==> src/rtl/bus_rr_arbiter.sv <==
// Three-way req/ack bus arbiter feeding the 7-seg decoder, with a grant watchdog.
// Round-robin by default; define ARB_FIXED_PRIORITY_EN for fixed 1>2>3 priority.
module bus_rr_arbiter #(
    parameter int unsigned DATA_W  = 2,
    parameter int unsigned TIMEOUT = 15
) (
    input  logic              clk,
    input  logic              reset,
    input  logic              req1,
    input  logic              req2,
    input  logic              req3,
    input  logic [DATA_W-1:0] data1,
    input  logic [DATA_W-1:0] data2,
    input  logic [DATA_W-1:0] data3,
    output logic              ack1,
    output logic              ack2,
    output logic              ack3,
    output logic [DATA_W-1:0] data_out,
    output logic [1:0]        grant_id,
    output logic              timeout_err
);

    localparam int unsigned WDOG_W = $clog2(TIMEOUT + 1);

    typedef enum logic [1:0] {
        ST_IDLE    = 2'd0,
        ST_GRANT   = 2'd1,
        ST_RELEASE = 2'd2
    } state_e;

    state_e              state_q, state_d;
    logic [2:0]          ack_q, ack_d;
    logic [1:0]          grant_id_q, grant_id_d;
    logic [DATA_W-1:0]   data_out_q, data_out_d;
    logic                timeout_err_q, timeout_err_d;
    logic [WDOG_W-1:0]   wdog_q, wdog_d;
    logic [WDOG_W-1:0]   wdog_inc;

    logic [2:0]          req_vec;
    logic [1:0]          base_c;
    logic [1:0]          cand1, cand2, cand3;
    logic [1:0]          winner_c;

    assign req_vec = {req3, req2, req1};

    function automatic logic [1:0] next_id(input logic [1:0] id);
        return (id == 2'd3) ? 2'd1 : id + 2'd1;
    endfunction

    function automatic logic req_of(input logic [1:0] id, input logic [2:0] reqs);
        case (id)
            2'd1:    return reqs[0];
            2'd2:    return reqs[1];
            2'd3:    return reqs[2];
            default: return 1'b0;
        endcase
    endfunction

    function automatic logic [DATA_W-1:0] data_of(input logic [1:0] id,
                                                  input logic [DATA_W-1:0] d1,
                                                  input logic [DATA_W-1:0] d2,
                                                  input logic [DATA_W-1:0] d3);
        case (id)
            2'd1:    return d1;
            2'd2:    return d2;
            2'd3:    return d3;
            default: return '0;
        endcase
    endfunction

    function automatic logic [2:0] onehot_of(input logic [1:0] id);
        case (id)
            2'd1:    return 3'b001;
            2'd2:    return 3'b010;
            2'd3:    return 3'b100;
            default: return 3'b000;
        endcase
    endfunction

`ifdef ARB_FIXED_PRIORITY_EN
    // A search base of 3 yields the fixed order 1,2,3.
    assign base_c = 2'd3;
`else
    logic [1:0] ptr_q, ptr_d;

    assign ptr_d = (state_q == ST_IDLE && winner_c != 2'd0) ? winner_c : ptr_q;

    always_ff @(posedge clk or negedge reset) begin
        if (!reset) begin
            ptr_q <= 2'd3;
        end else begin
            ptr_q <= ptr_d;
        end
    end

    assign base_c = ptr_q;
`endif

    // Search order starts just after the base and wraps 3 -> 1.
    always_comb begin
        cand1    = next_id(base_c);
        cand2    = next_id(cand1);
        cand3    = next_id(cand2);
        winner_c = 2'd0;
        if (req_of(cand1, req_vec)) begin
            winner_c = cand1;
        end else if (req_of(cand2, req_vec)) begin
            winner_c = cand2;
        end else if (req_of(cand3, req_vec)) begin
            winner_c = cand3;
        end
    end

    assign wdog_inc = (wdog_q == WDOG_W'(TIMEOUT)) ? wdog_q : wdog_q + WDOG_W'(1);

    always_comb begin
        state_d       = state_q;
        ack_d         = ack_q;
        grant_id_d    = grant_id_q;
        data_out_d    = data_out_q;
        timeout_err_d = 1'b0;
        wdog_d        = wdog_q;

        unique case (state_q)
            ST_IDLE: begin
                if (winner_c != 2'd0) begin
                    state_d    = ST_GRANT;
                    ack_d      = onehot_of(winner_c);
                    grant_id_d = winner_c;
                    data_out_d = data_of(winner_c, data1, data2, data3);
                    wdog_d     = '0;
                end
            end
            ST_GRANT: begin
                if (!req_of(grant_id_q, req_vec)) begin
                    state_d    = ST_RELEASE;
                    ack_d      = 3'b000;
                    grant_id_d = 2'd0;
                end else begin
                    wdog_d = wdog_inc;
                    // Watchdog: reclaim a grant the master never returned.
                    if (wdog_inc == WDOG_W'(TIMEOUT)) begin
                        state_d       = ST_RELEASE;
                        ack_d         = 3'b000;
                        grant_id_d    = 2'd0;
                        timeout_err_d = 1'b1;
                    end
                end
            end
            ST_RELEASE: begin
                state_d    = ST_IDLE;
                ack_d      = 3'b000;
                grant_id_d = 2'd0;
            end
            default: begin
                state_d    = ST_IDLE;
                ack_d      = 3'b000;
                grant_id_d = 2'd0;
            end
        endcase
    end

    always_ff @(posedge clk or negedge reset) begin
        if (!reset) begin
            state_q       <= ST_IDLE;
            ack_q         <= 3'b000;
            grant_id_q    <= 2'd0;
            data_out_q    <= '0;
            timeout_err_q <= 1'b0;
            wdog_q        <= '0;
        end else begin
            state_q       <= state_d;
            ack_q         <= ack_d;
            grant_id_q    <= grant_id_d;
            data_out_q    <= data_out_d;
            timeout_err_q <= timeout_err_d;
            wdog_q        <= wdog_d;
        end
    end

    assign ack1        = ack_q[0];
    assign ack2        = ack_q[1];
    assign ack3        = ack_q[2];
    assign data_out    = data_out_q;
    assign grant_id    = grant_id_q;
    assign timeout_err = timeout_err_q;

endmodule

==> config.mk <==
export PLATFORM = sky130hd
export DESIGN_NAME = bus_rr_arbiter
export DESIGN_NICKNAME = d
export VERILOG_FILES = /design/src/rtl/bus_rr_arbiter.sv
export SDC_FILE = /design/constraint.sdc
export NUM_CORES = 1
export LEC_CHECK = 0
export CAP_MARGIN = 20
export CORE_AREA = 2 2 49 51
export CTS_BUF_LIST = sky130_fd_sc_hd__clkbuf_4 sky130_fd_sc_hd__clkbuf_8 sky130_fd_sc_hd__clkbuf_16
export DETAILED_ROUTE_END_ITERATION = 8
export DIE_AREA = 0 0 51 53
export GPL_TIMING_DRIVEN = 0
export PLACE_DENSITY = 0.74
export SYNTH_ARGS = -nofsm -noshare
export SYNTH_HDL_FRONTEND = slang
export SYNTH_SLANG_ARGS = --single-unit
==> constraint.sdc <==
create_clock -name clk -period 3 [get_ports clk]
set_input_delay 0.3 -clock clk [delete_from_list [all_inputs] [get_ports clk]]
set_output_delay 0.3 -clock clk [all_outputs]
set_load 0.03 [all_outputs]
==> metrics <==
post-synthesis register bit count 16; Antenna Cells 0; worst slack at placement 0.573 ns; post-synthesis mux area share 5.17%; initial antenna violation count 0; Std-Cell Rows 17; period utilization 82.2%; antenna viol nets, final 0; Mapped Area 1040 um2; P_sw 0.684 mW; synthesized instance count 106; clock skew 0.00768 ns; post-synthesis simple-gate area fraction 18.9%; TritonRoute pass-1 iters 4; Adder-Cell Fraction of Synth Area 6.01%; Critical Path RT 3.18 ns; residual DRC count 0; Tot Pwr 1.45 mW; final worst slack 0.533 ns; critical path class register to register; layout cells sized above 1 13.3%; Synth Warn # 0; Nets 145; main combinational cell family by area after synthesis compound AO/OA/AOI/OAI gates; Syn Nets 122; Critical Path Start Type register; RSZ-0062 raised after global routing no; largest net degree at the start of global routing 17; die height 53 um; Compound-Gate Fraction of Synth Area 26.8%; Hold WC Path Type primary input to asynchronous set/reset pin; Setup violations, final 0; most common cell after layout, fill and taps aside clkdlybuf4s50_1; top-level I/O count 19; most frequent cells in the layout clkdlybuf4s50_1, dfrtp_1, inv_1; Via-to-Cell Ratio 5.81; Post-CTS Setup Bufs 0; Die W 51 um; sequential power share 25.3%; final WL 2300 um; Total GRT Usage 19.8%; Synth Flop Type dfrtp_1; ranking of synthesized cells by area dfrtp_1, ha_1, dfstp_2; worst skew pair latency 0.29 ns; final hold slack 0.431 ns; final period demand of the worst path 2.47 ns; run status completed; total grt overflow 0; vias in the first global route 944; Hold Fails Final Rpt 0; CTS tree done; maximum fanout along the worst path 8; Initial DRC Count 19; clock root buffer clkbuf_4; via count 907; Pins Over Slew Limit 0; Worst Setup End Kind register; PostCTS Resize Cnt 0; pwr dens 1120 nW/um2; P_int 0.766 mW; Core Box Area 2150 um2; relative slew slack 50.5%; net switching fraction of the power 47.2%; RD Place Congestion 0.827; clk sinks 16; R2R Setup Slk 0.53 ns; Leak 0.527 nW; Port Buffers 18; Max Clock Freq 405 MHz; clock share of power 10.0%; post-synth top area share 33.7%; first-pass GRT wire length 4000 um; mean post-synth cell area 9.82 um2; Starting Density 48.5%; Comb pwr share 64.7%; HPWL after DPL 1710 um; CP arrival 2.65 ns; area grow syn2layout 24.2%; Max Cap Viol 0; clock buffer depth 2; Synth area leader dfrtp_1; post-DR wirelength/cell 14.7 um; Cell variety after synth 42; total CTS buffers 3; overall die area 2700 um2; Synth Area in XOR/XNOR 0.841%; measured slew at the worst slew-check pin 0.740 ns; H-tree levels 1; clk slew on worst S/H paths 0.10 ns; sequential share of the synthesized area 38.7%; maximum vdd drop 0.000843 V; TNS Setup 0 ns; async set-or-reset flop fraction in the synthesized netlist 100%; CTS Hold Buffers Added 0; EDFF count, synth 0
==> cells in the mapped netlist, types with 2 or more instances <==
master / instances
dfrtp_1: 14
inv_1: 10
nand2_1: 8
nor2_1: 6
ha_1: 5
o21ai_0: 4
o21ai_1: 4
a22o_1: 3
a31oi_1: 3
nand3_1: 3
nand3b_1: 3
nor2b_1: 3
a211oi_2: 2
a21o_1: 2
a21oi_1: 2
dfstp_2: 2
mux2_2: 2
mux2i_1: 2
nand4_1: 2
nor4b_1: 2
o221a_1: 2
o22ai_1: 2
==> layout make-up <==
cell class,instances,area [um2]
well taps,28,35.0
inverters,10,37.5
clock buffers,4,36.3
repair buffers,18,180
flip-flops and latches,16,403
multi-input cells,80,601
fillers,169,856
==> power by group through the flow <==
stage / clock (mW) / sequential [mW] / combinational [mW]
2_1_floorplan: 0 / 0.422 / 0.642
3_3_place_gp: 0 / 0.364 / 0.910
3_5_place_dp: 0 / 0.366 / 0.939
4_1_cts: 0.147 / 0.365 / 0.941
5_1_grt: 0.161 / 0.375 / 1.04
6_report: 0.145 / 0.367 / 0.938
==> stage by stage <==
step           instance area [um2]  std cells  util [%]
4_1_cts                       1290        156      60.2
3_5_place_dp                  1260        152      58.5
3_3_place_gp                  1260        152      58.5
6_report                      1290        156      60.2
2_1_floorplan                 1040        106         -
5_1_grt                       1290        156      60.2
==> path summary, 6_finish.rpt <==
| check | from | to | cells past startpoint |
|---|---|---|---|
| setup / recovery | base_c[0]$_DFFE_PN1P_ | state_q[0]$_DFFE_PN0P_ | 7 |
| hold / removal | reset | wdog_q[0]$_DFFE_PN0P_ | 1 |
| setup reg to reg | base_c[0]$_DFFE_PN1P_ | state_q[0]$_DFFE_PN0P_ | 7 |
| hold reg to reg | base_c[0]$_DFFE_PN1P_ | base_c[0]$_DFFE_PN1P_ | 2 |
| max in group asynchronous | reset | wdog_q[1]$_DFFE_PN0P_ | 1 |
| min in group clk | base_c[0]$_DFFE_PN1P_ | base_c[0]$_DFFE_PN1P_ | 2 |
==> flip-flops by register name (all words and copies together), names as in the netlist <==
signal,cells
grant_id,2
state_q,2
base_c,2
data_out,2
wdog_q,4
timeout_err,1
ack_q,3
==> logic make-up after synthesis <==
group | Yosys count
xor+xnor | 1
mux | 5
simple gates | 35
fa+ha+maj | 5
buf+inv | 10
flops | 16
compound gates | 34
==> worst max-delay path: stages (launching register included) <==
cell and delay, ns:
dfstp_2 0.57, inv_1 0.06, ha_1 0.36, a222oi_1 0.41, a211oi_2 0.13, o31ai_4 0.42, a21oi_2 0.15, or2_1 0.25
==> layer usage <==
metal / GRT usage (%) / part of all wire (%)
met5: 0 / 0
met4: 7.66 / 1.3
met3: 2.82 / 3.3
met2: 34.6 / 51
met1: 24.6 / 44
No activity file was read; power rests on OpenSTA's default activity.
